`src/rtl/cam_capture_ctrl_if.sv`:
```
// rtl/cam_capture_ctrl_if.sv - camera input port and frame-buffer write port bundle
// master: the capture controller; slave: camera source and frame-buffer BRAM side.
interface cam_capture_ctrl_if #(
  parameter int ADDR_W = 19
);
  logic              VSYNC;
  logic              HREF;
  logic              PCLK;
  logic [7:0]        DATA;
  logic              WE;
  logic [ADDR_W-1:0] ADDR;
  logic [15:0]       WDATA;

  modport master (
    input  VSYNC, HREF, PCLK, DATA,
    output WE, ADDR, WDATA
  );

  modport slave (
    output VSYNC, HREF, PCLK, DATA,
    input  WE, ADDR, WDATA
  );
endinterface

```
`src/rtl/cam_capture_ctrl.sv`:
```
// rtl/cam_capture_ctrl.sv - OV7670-style frame-capture sequencer writing RGB565 into a frame buffer
// Optional macro CAM_SUBSAMPLE_EN: write only even rows/columns into a half-resolution buffer.
module cam_capture_ctrl #(
  parameter int H_RES  = 640,
  parameter int V_RES  = 480,
  parameter int ADDR_W = 19
) (
  input  logic               CLK,
  input  logic               RST,
  input  logic               START,
  input  logic               CONT,
  input  logic               ABORT,
  cam_capture_ctrl_if.master bus,
  output logic [9:0]         PIXEL_COLUMN,
  output logic [9:0]         PIXEL_ROW,
  output logic               BUSY,
  output logic               FRAME_DONE,
  output logic               OVERFLOW
);

  typedef enum logic [1:0] {
    IDLE,
    WAIT_VS_HIGH,
    WAIT_VS_LOW,
    CAPTURE
  } state_t;

  typedef enum logic {
    BYTE1,
    BYTE2
  } phase_t;

  state_t state, state_n;
  phase_t phase;

  logic [2:0] vsync_sr, href_sr, pclk_sr;
  logic [7:0] data_s1, data_s2;

  logic vsync_rise, vsync_fall, href_fall, pclk_rise, href_act;

  logic accept_start, frame_begin, frame_end, capturing;
  logic take_byte, form_pix, line_end;

  logic [7:0]        byte1;
  logic [9:0]        col, row;
  logic [9:0]        col_eff, row_eff;
  logic              wr_sel, out_of_range;
  logic [ADDR_W-1:0] addr_calc;
  logic              cont_q, line_has_pix, pix_done, line_end_q;

  logic              we_q;
  logic [ADDR_W-1:0] addr_q;
  logic [15:0]       wdata_q;
  logic              frame_done_q, overflow_q;

  function automatic logic [9:0] sat_inc(input logic [9:0] v);
    return (v == 10'h3FF) ? v : v + 10'd1;
  endfunction

  // Bit 1 of each shift register is the synchronised value, bit 2 the previous sample.
  always_ff @(posedge CLK) begin
    if (RST) begin
      vsync_sr <= '0;
      href_sr  <= '0;
      pclk_sr  <= '0;
      data_s1  <= '0;
      data_s2  <= '0;
    end else begin
      vsync_sr <= {vsync_sr[1:0], bus.VSYNC};
      href_sr  <= {href_sr[1:0], bus.HREF};
      pclk_sr  <= {pclk_sr[1:0], bus.PCLK};
      data_s1  <= bus.DATA;
      data_s2  <= data_s1;
    end
  end

  assign vsync_rise = vsync_sr[1] & ~vsync_sr[2];
  assign vsync_fall = ~vsync_sr[1] & vsync_sr[2];
  assign href_fall  = ~href_sr[1] & href_sr[2];
  assign pclk_rise  = pclk_sr[1] & ~pclk_sr[2];
  // Still counts as inside the line on the href_fall cycle so a coincident byte is kept.
  assign href_act   = href_sr[1] | href_sr[2];

`ifdef CAM_SUBSAMPLE_EN
  localparam logic [9:0] H_LIM    = 10'((H_RES + 1) / 2);
  localparam logic [9:0] V_LIM    = 10'((V_RES + 1) / 2);
  localparam int         H_STRIDE = H_RES / 2;
  assign col_eff = {1'b0, col[9:1]};
  assign row_eff = {1'b0, row[9:1]};
  assign wr_sel  = ~col[0] & ~row[0];
`else
  localparam logic [9:0] H_LIM    = 10'(H_RES);
  localparam logic [9:0] V_LIM    = 10'(V_RES);
  localparam int         H_STRIDE = H_RES;
  assign col_eff = col;
  assign row_eff = row;
  assign wr_sel  = 1'b1;
`endif

  assign out_of_range = (col_eff >= H_LIM) || (row_eff >= V_LIM);
  assign addr_calc    = ADDR_W'(row_eff) * ADDR_W'(H_STRIDE) + ADDR_W'(col_eff);

  always_ff @(posedge CLK) begin
    if (RST) state <= IDLE;
    else     state <= state_n;
  end

  always_comb begin
    state_n      = state;
    accept_start = 1'b0;
    frame_begin  = 1'b0;
    frame_end    = 1'b0;
    capturing    = 1'b0;
    if (ABORT) begin
      state_n = IDLE;
    end else begin
      case (state)
        IDLE: begin
          if (START) begin
            accept_start = 1'b1;
            state_n      = WAIT_VS_HIGH;
          end
        end
        WAIT_VS_HIGH: begin
          if (vsync_rise) state_n = WAIT_VS_LOW;
        end
        WAIT_VS_LOW: begin
          if (vsync_fall) begin
            frame_begin = 1'b1;
            state_n     = CAPTURE;
          end
        end
        CAPTURE: begin
          capturing = 1'b1;
          if (vsync_rise) begin
            frame_end = 1'b1;
            state_n   = cont_q ? WAIT_VS_LOW : IDLE;
          end
        end
        default: state_n = IDLE;
      endcase
    end
  end

  assign take_byte = capturing & pclk_rise & href_act;
  assign form_pix  = take_byte & (phase == BYTE2);
  assign line_end  = capturing & href_fall;

  // Counter updates lag the pixel by one cycle so WE sees the pixel's own row/column.
  always_ff @(posedge CLK) begin
    if (RST) begin
      phase        <= BYTE1;
      byte1        <= '0;
      col          <= '0;
      row          <= '0;
      cont_q       <= 1'b0;
      line_has_pix <= 1'b0;
      pix_done     <= 1'b0;
      line_end_q   <= 1'b0;
      we_q         <= 1'b0;
      addr_q       <= '0;
      wdata_q      <= '0;
      frame_done_q <= 1'b0;
      overflow_q   <= 1'b0;
    end else begin
      we_q         <= 1'b0;
      frame_done_q <= frame_end;
      if (accept_start) begin
        cont_q     <= CONT;
        overflow_q <= 1'b0;
      end
      if (frame_begin) begin
        col          <= '0;
        row          <= '0;
        phase        <= BYTE1;
        line_has_pix <= 1'b0;
        pix_done     <= 1'b0;
        line_end_q   <= 1'b0;
      end else begin
        pix_done   <= form_pix;
        line_end_q <= line_end & (line_has_pix | form_pix);
        if (take_byte) begin
          if (phase == BYTE1) begin
            byte1 <= data_s2;
            phase <= BYTE2;
          end else begin
            phase        <= BYTE1;
            line_has_pix <= 1'b1;
            wdata_q      <= {byte1, data_s2};
            addr_q       <= addr_calc;
            if (out_of_range) overflow_q <= 1'b1;
            else              we_q       <= wr_sel;
          end
        end
        if (line_end) begin
          phase        <= BYTE1;
          line_has_pix <= 1'b0;
        end
        if (line_end_q) begin
          col <= '0;
          row <= sat_inc(row);
        end else if (pix_done) begin
          col <= sat_inc(col);
        end
      end
    end
  end

  assign bus.WE       = we_q;
  assign bus.ADDR     = addr_q;
  assign bus.WDATA    = wdata_q;
  assign PIXEL_COLUMN = col;
  assign PIXEL_ROW    = row;
  assign BUSY         = (state != IDLE);
  assign FRAME_DONE   = frame_done_q;
  assign OVERFLOW     = overflow_q;

endmodule

```
`src/flat_wrapper.sv`:
```
// flat-port wrapper written by rule: the top's interface ports become plain ports
module cam_capture_ctrl_flat 
#(
  parameter int H_RES  = 640,
  parameter int V_RES  = 480,
  parameter int ADDR_W = 19
)
  (CLK, RST, START, CONT, ABORT, PIXEL_COLUMN, PIXEL_ROW, BUSY, FRAME_DONE, OVERFLOW, bus_VSYNC, bus_HREF, bus_PCLK, bus_DATA, bus_WE, bus_ADDR, bus_WDATA);
  cam_capture_ctrl_if #(.ADDR_W(ADDR_W)) bus_i ();
  input  logic CLK;
  input  logic RST;
  input  logic START;
  input  logic CONT;
  input  logic ABORT;
  output logic [9:0] PIXEL_COLUMN;
  output logic [9:0] PIXEL_ROW;
  output logic BUSY;
  output logic FRAME_DONE;
  output logic OVERFLOW;
  input wire logic [$bits(bus_i.VSYNC)-1:0] bus_VSYNC;
  input wire logic [$bits(bus_i.HREF)-1:0] bus_HREF;
  input wire logic [$bits(bus_i.PCLK)-1:0] bus_PCLK;
  input wire logic [$bits(bus_i.DATA)-1:0] bus_DATA;
  output wire logic [$bits(bus_i.WE)-1:0] bus_WE;
  output wire logic [$bits(bus_i.ADDR)-1:0] bus_ADDR;
  output wire logic [$bits(bus_i.WDATA)-1:0] bus_WDATA;
  assign bus_i.VSYNC = bus_VSYNC;
  assign bus_i.HREF = bus_HREF;
  assign bus_i.PCLK = bus_PCLK;
  assign bus_i.DATA = bus_DATA;
  assign bus_WE = bus_i.WE;
  assign bus_ADDR = bus_i.ADDR;
  assign bus_WDATA = bus_i.WDATA;
  cam_capture_ctrl #(.H_RES(H_RES), .V_RES(V_RES), .ADDR_W(ADDR_W)) u_core (.CLK(CLK), .RST(RST), .START(START), .CONT(CONT), .ABORT(ABORT), .bus(bus_i), .PIXEL_COLUMN(PIXEL_COLUMN), .PIXEL_ROW(PIXEL_ROW), .BUSY(BUSY), .FRAME_DONE(FRAME_DONE), .OVERFLOW(OVERFLOW));
endmodule
```
`config.mk`:
```
export PLATFORM = sky130hd
export DESIGN_NAME = cam_capture_ctrl_flat
export DESIGN_NICKNAME = d
export VERILOG_FILES = /design/src/rtl/cam_capture_ctrl_if.sv /design/src/rtl/cam_capture_ctrl.sv /design/src/flat_wrapper.sv
export SDC_FILE = /design/constraint.sdc
export NUM_CORES = 1
export LEC_CHECK = 0
export BUFFER_PORTS_ARGS = -buffer_cell sky130_fd_sc_hd__buf_4
export CORE_AREA = 8 8 106 108
export DETAILED_ROUTE_END_ITERATION = 10
export DIE_AREA = 0 0 114 116
export GPL_ROUTABILITY_DRIVEN = 0
export GPL_TIMING_DRIVEN = 0
export PLACE_DENSITY = 0.69
export RECOVER_POWER = 25
export SLEW_MARGIN = 20
export SYNTH_ARGS = -nofsm -noshare
export SYNTH_HDL_FRONTEND = slang
export SYNTH_SLANG_ARGS = --single-unit
```
`constraint.sdc`:
```
create_clock -name CLK -period 8.3 [get_ports CLK]
set_input_delay 0.83 -clock CLK [delete_from_list [all_inputs] [get_ports CLK]]
set_output_delay 0.83 -clock CLK [all_outputs]
set_load 0.05 [all_outputs]
```
==> out/metrics.csv, run 1 <==
metric,value,unit
Syn Nets,507,
crit share post-route,38.2,%
diodes inserted,0,
layout cell share with drive strength beyond 1,18.7,%
Post-synth top cells,"dfxtp_1 (98), nand2_1 (61), nor2_1 (54), a21oi_1 (36), nor2b_1 (29)",
Overflow after GRT,0,
Startpoint Class,flip-flop,
Die X-Extent,114,um
Final nets,592,
starting density of the core,44.8,%
post-route ant nets,0,
synthesis-stage register bit count,98,
Post-Layout Cell Count,689,
hold buffers post-CTS,0,
Required @ worst endpoint,8.60,ns
syn_area_per_cell,9.18,um2
Port Buffers,74,
Leak,2.05,nW
Final Hold Viols,0,
HP Class,reg2reg,
Post-Synthesis Cells,466,
HP Start,u_core.data_s1[5]$_SDFF_PP0_,
WL/cell,14.0,um
Num CTS Buffers,9,
Setup CP Type,reg2reg,
r2r endpoint,u_core.bus.ADDR[18]$_SDFFE_PP0P_,
dominant cell by count in the synthesized netlist,dfxtp_1,
Worst Max-Slew Pin Slew,0.719,ns
max-capacitance violation count,0,
Max Fclk,0.316,GHz
post-cts resize count,0,
first-pass GRT wire length,16.0,mm
vias in the first global route,3459,
Rows,36,
unique cell type count in the Yosys netlist,53,
Power Density,158,nW/um2
CP Cell Sequence,ha_1 -> ha_1 -> fa_1 -> a211oi_2 -> o21ai_1 -> a221o_1 -> nor4_2 -> xnor3_1 -> a211oi_2,
min Tclk post-route,3.17,ns
worst hold endpoint,u_core.data_s2[5]$_SDFF_PP0_,
R2R setup slack,5.13,ns
Worst VDD drop,0.132,mV
gr usage total,15.0,%
cell family with most CP delay,compound AO/OA/AOI/OAI gates,
clk_skew,0.00897,ns
Final TNS setup,0,ns
CP Max Fanout,7,
Ports,75,
warnings from Yosys,0,
largest net degree at the start of global routing,21,
drt pass-1 iters,4,
Worst path max stage delay,0.51,ns
H-tree levels,3,
Total Die Area,13200,um2
FF-to-FF Start,u_core.PIXEL_ROW[3]$_SDFFE_PP0P_,
Final setup viols,0,
CTS Buffer Depth,2,
CP max-delay cell,dfxtp_1,
placed cell count,673,
DRC,0,
area share of the largest cell type after synthesis,45.8,%
Slew HR,52.1,%
setup bufs post-CTS,0,
Worst EP arrival,3.47,ns
clock-pin slew on the worst setup and hold paths,0.10,ns
Core Footprint,9550,um2
Pins Over Slew Limit,0,
initial antenna violation count,0,
Clock Latency Late Sink,0.37,ns
TritonCTS clock tree,built,
CP Capture Type,flip-flop,
routed wire length,9.66,mm
Area growth syn-to-layout,20.8,%
number of synthesized flops with an enable pin,0,
synth top area cells,"dfxtp_1 (46%), ha_1 (6.7%), nand2_1 (5.4%)",
Vias,3450,
Root Buffer,clkbuf_8,
WHS Path Cells,1,
Mapped Area,4280,um2
Post-synth ARST share,0,%
clock sinks,98,
sequential share of the synthesized area,45.8,%
DR iter-0 viols,131,
Synth Flop Type,dfxtp_1,
Worst Path Buf+Inv,0,
Via density,5.01,
Detailed Place HPWL,7.38,mm
Synth area leader,dfxtp_1,
die height,116,um
RSZ-0062 raised after global routing,no,
R2R cell count,9,
status,finished clean,
## report_power, final
part,switching (mW),leakage [nW],internal [mW]
Combinational,0.0136,1.15,0.00988
Sequential,0.00222,0.794,0.476
Clock,0.192,0.104,0.121
## sequential cells by signal (all words and copies together), names as in the netlist
register / count
u_core.phase: 1
u_core.OVERFLOW: 1
u_core.pclk_sr: 3
u_core.FRAME_DONE: 1
u_core.line_end_q: 1
u_core.pix_done: 1
u_core.cont_q: 1
u_core.data_s1: 8
u_core.href_sr: 3
u_core.PIXEL_ROW: 10
u_core.byte1: 8
u_core.bus.WE: 1
u_core.vsync_sr: 3
u_core.state: 2
u_core.bus.WDATA: 16
u_core.data_s2: 8
u_core.line_has_pix: 1
u_core.PIXEL_COLUMN: 10
u_core.bus.ADDR: 19
## how the worst max path moves through the flow
stage	endpoint	slack, ns	depth (start not counted)	from
after floorplan	u_core.bus.ADDR[18]$_SDFFE_PP0P_	5.04	9	u_core.PIXEL_ROW[3]$_SDFFE_PP0P_
after global placement	u_core.bus.ADDR[18]$_SDFFE_PP0P_	5.19	9	u_core.PIXEL_ROW[3]$_SDFFE_PP0P_
after global routing	u_core.bus.ADDR[18]$_SDFFE_PP0P_	4.95	9	u_core.PIXEL_ROW[3]$_SDFFE_PP0P_
after detailed placement	u_core.bus.ADDR[18]$_SDFFE_PP0P_	5.15	9	u_core.PIXEL_ROW[3]$_SDFFE_PP0P_
final	u_core.bus.ADDR[18]$_SDFFE_PP0P_	5.13	9	u_core.PIXEL_ROW[3]$_SDFFE_PP0P_
after CTS	u_core.bus.ADDR[18]$_SDFFE_PP0P_	5.12	9	u_core.PIXEL_ROW[3]$_SDFFE_PP0P_
## worst reg2reg max path: stages, from the launching register on
cell and delay [ns]:
dfxtp_1 0.51, ha_1 0.30, ha_1 0.23, fa_1 0.43, a211oi_2 0.29, o21ai_1 0.15, a221o_1 0.42, nor4_2 0.29
xnor3_1 0.27, a211oi_2 0.21
## through the flow
stage	hold slack, ns	setup slack, ns	power, mW	utilization, %	cell area (um2)
floorplan	0.414	5.04	0.502	-	4280
global placement	0.419	5.19	0.513	52.4	5000
detailed placement	0.423	5.15	0.514	52.4	5000
CTS	0.448	5.12	0.822	54.5	5210
global route	0.462	4.95	0.847	54.1	5170
finish	0.449	5.13	0.814	54.1	5170
## cells by family after synthesis
family                   count (synthesis)  share of synthesized area (%)
AO/OA/AOI/OAI                           78                           11.7
adder cells (fa/ha/maj)                 25                           7.66
AND/OR/NAND/NOR                        193                           22.0
XOR/XNOR                                25                           5.61
flip-flops                              98                           45.8
buffers and inverters                   38                           5.15
multiplexers                             9                           2.11
## cell usage in the layout, fill, tap and decap left out, drive strengths merged, types with 3 or more instances in the layout
| master | n |
|---|---|
| or3 | 5 |
| nand4 | 7 |
| nor2b | 29 |
| nand2 | 61 |
| xnor2 | 10 |
| xor2 | 14 |
| a21o | 3 |
| o211ai | 3 |
| and3 | 3 |
| o21ai | 12 |
| clkbuf | 31 |
| nor3b | 3 |
| clkinv | 3 |
| dfxtp | 98 |
| ha | 23 |
| a21oi | 36 |
| a211oi | 11 |
| mux2i | 9 |
| nor3 | 12 |
| nor2 | 54 |
| nor4 | 4 |
| inv | 15 |
| buf | 79 |
| nand3 | 5 |
## per-layer routing
metal | vias to the layer above | routed length, um | global-route usage (%)
li1 | 1752 | - | -
met1 | 1604 | 4500 | 17.9
met2 | 79 | 4510 | 24.7
met3 | 15 | 473 | 4.38
met4 | 0 | 177 | 6.21
met5 | - | 0 | 0
## layout make-up
class	count	area, um2
clock inverter	7	81.3
tap	133	166
sequential	98	1960
fill	901	4380
timing repair buffer	74	537
multi-input combinational	330	2100
inverter	11	41.3
clock buffer	9	124
buffer	27	159
No activity file was read; power rests on OpenSTA's default activity.
==> run 2, diff against run 1 <==
==> constraint.sdc (replaced) <==
create_clock -name CLK -period 3.2 [get_ports CLK]
set_input_delay 0.32 -clock CLK [delete_from_list [all_inputs] [get_ports CLK]]
set_output_delay 0.32 -clock CLK [all_outputs]
set_load 0.05 [all_outputs]
==> run 2 against run 1 <==
Against the previous run:
- die area unchanged
- non-clock buffer count unchanged
- total power increased to 2.6 times the previous value
- critical path depth unchanged
- core utilization about the same
- sequential share of layout area increased by 0.17 points
- count of clock-buffer cells in the layout unchanged
- sequential power increased to 2.6 times the previous value
- cell count unchanged
- register-to-register slack got worse by 4.9 ns
- global-route usage increased by 0.14 points
==> out/metrics.csv, run 2 (synthesis gave the netlist of run 1 again) <==
metric,value,unit,change
status,finished clean,,unchanged
clk_skew,0.00840,ns,was 0.00897 ns
utilization after layout,54.1,%,about the same
CP Max Fanout,7,,unchanged
cell family with most CP delay,adder cells,,was compound AO/OA/AOI/OAI gates
CTS Buffer Depth,2,,unchanged
Worst Path Buf+Inv,0,,unchanged
placed cell count,673,,unchanged
Final Cell Area,5160,um2,was 5170 um2
starting density of the core,44.8,%,unchanged
RSZ-0062 raised after global routing,no,,unchanged
Root Buffer,clkbuf_8,,unchanged
first-pass GRT wire length,16.0,mm,about the same
largest net degree at the start of global routing,21,,unchanged
"most common cell after layout, fill and taps aside",dfxtp_1,,unchanged
post-route ant nets,0,,unchanged
routed wire length,9.66,mm,about the same
Leak,2.03,nW,was 2.05 nW
register area,1970,um2,was 1960 um2
post-cts resize count,0,,unchanged
Worst Max-Slew Pin Slew,0.628,ns,was 0.719 ns
Ports,75,,unchanged
Total Die Area,13200,um2,unchanged
"commonest non-fill, non-tap cells in the layout","dfxtp_1 (96), buf_4 (69), nand2_1 (61), nor2_1 (54), a21oi_1 (36)",,"was dfxtp_1 (98), buf_4 (75), nand2_1 (61), nor2_1 (54), a21oi_1 (36)"
Detailed Place HPWL,7.34,mm,was 7.38 mm
Crit. path cell count,9,,unchanged
initial antenna violation count,0,,unchanged
Largest register FFs,19,,unchanged
multi-input logic area,2100,um2,about the same
Final nets,592,,unchanged
layout cell share with drive strength beyond 1,18.3,%,was 18.7%
Worst path max stage delay,0.55,ns,was 0.51 ns
min Tclk post-route,2.99,ns,was 3.17 ns
CP max-delay cell,fa_1,,was dfxtp_1
CP Cell Sequence,ha_1 -> ha_1 -> fa_1 -> o211ai_1 -> or3_1 -> nand4bb_4 -> nor4_2 -> xnor3_1 -> a211oi_2,,was ha_1 -> ha_1 -> fa_1 -> a211oi_2 -> o21ai_1 -> a221o_1 -> nor4_2 -> xnor3_1 -> a211oi_2
Slew HR,57.8,%,was 52.1%
Placed Area,5000,um2,about the same
vias in the first global route,3335,,was 3459
Rows,36,,unchanged
max-capacitance violation count,0,,unchanged
Die X-Extent,114,um,unchanged
diodes inserted,0,,unchanged
die height,116,um,unchanged
Final TNS setup,0,ns,unchanged
drt pass-1 iters,4,,unchanged
DR iter-0 viols,132,,was 131
clock sinks,98,,unchanged
setup bufs post-CTS,0,,unchanged
Required @ worst endpoint,3.50,ns,was 8.60 ns
hold buffers post-CTS,0,,unchanged
Port Buffers,74,,unchanged
Num CTS Buffers,9,,unchanged
DRC,0,,unchanged
Final setup viols,0,,unchanged
Worst EP arrival,3.29,ns,was 3.47 ns
Core Footprint,9550,um2,unchanged
gr usage total,15.1,%,was 15.0%
crit share post-route,93.5,%,was 38.2%
Setup CP Type,reg2reg,,unchanged
most frequent CP cell,ha_1,,
Vias,3410,,was 3450
Startpoint Class,flip-flop,,unchanged
Via density,4.95,,was 5.01
Area growth syn-to-layout,20.7,%,was 20.8%
Place WS,0.189,ns,was 5.15 ns
Post-Layout Cell Count,689,,unchanged
HP Class,in2reg,,was reg2reg
Overflow after GRT,0,,unchanged
Final Hold Viols,0,,unchanged
WL/cell,14.0,um,about the same
Max Fclk,0.334,GHz,was 0.316 GHz
worst path setup slack after routing,0.209,ns,was 5.13 ns
Clock Latency Late Sink,0.36,ns,was 0.37 ns
fillers,912,,was 901
Worst VDD drop,0.283,mV,was 0.132 mV
R2R cell count,9,,unchanged
Power Density,405,nW/um2,was 158 nW/um2
TritonCTS clock tree,built,,unchanged
WHS Path Cells,2,,was 1
Pins Over Slew Limit,0,,unchanged
H-tree levels,3,,unchanged
CP Capture Type,flip-flop,,unchanged
clock-pin slew on the worst setup and hold paths,0.11,ns,was 0.10 ns
==> run 2: final cells by class <==
cell class                 count  area share [%]
inverter                      11           0.800
tap                          133            3.22
clock inverter                 7            1.48
multi-input combinational    330            40.7
sequential                    98            38.1
clock buffer                   9            2.40
timing repair buffer          74            9.96
buffer                        27            3.27
==> run 2: stage by stage <==
stage               total power [mW]  hold slack (ns)
finish                          2.09            0.158
global route                    2.19            0.142
CTS                             2.12            0.141
detailed placement              1.33            0.422
global placement                1.33            0.418
floorplan                       1.30            0.398
==> run 2: final timing paths <==
path                                                        from                                to  slack [ns]
worst min register to register      u_core.data_s1[1]$_SDFF_PP0_      u_core.data_s2[1]$_SDFF_PP0_        0.45
worst max register to register  u_core.PIXEL_ROW[1]$_SDFFE_PP0P_  u_core.bus.ADDR[18]$_SDFFE_PP0P_        0.21
worst min-delay path                                 bus_DATA[6]      u_core.data_s1[6]$_SDFF_PP0_        0.16
worst max-delay path            u_core.PIXEL_ROW[1]$_SDFFE_PP0P_  u_core.bus.ADDR[18]$_SDFFE_PP0P_        0.21
==> run 2: power breakdown <==
group / switching [mW] / internal (mW) / leakage, nW / total, mW
Combinational: 0.0354 / 0.0273 / 1.13 / 0.0628
Clock: 0.482 / 0.311 / 0.103 / 0.793
Sequential: 0.00565 / 1.23 / 0.796 / 1.24
==> run 2: routing by layer <==
metal,share of wire (%),GRT usage [%],vias up
met5,0,0,-
met2,47,24.9,69
met4,2.2,6.12,0
li1,-,-,1747
met3,5.0,4.12,14
met1,46,18.4,1580
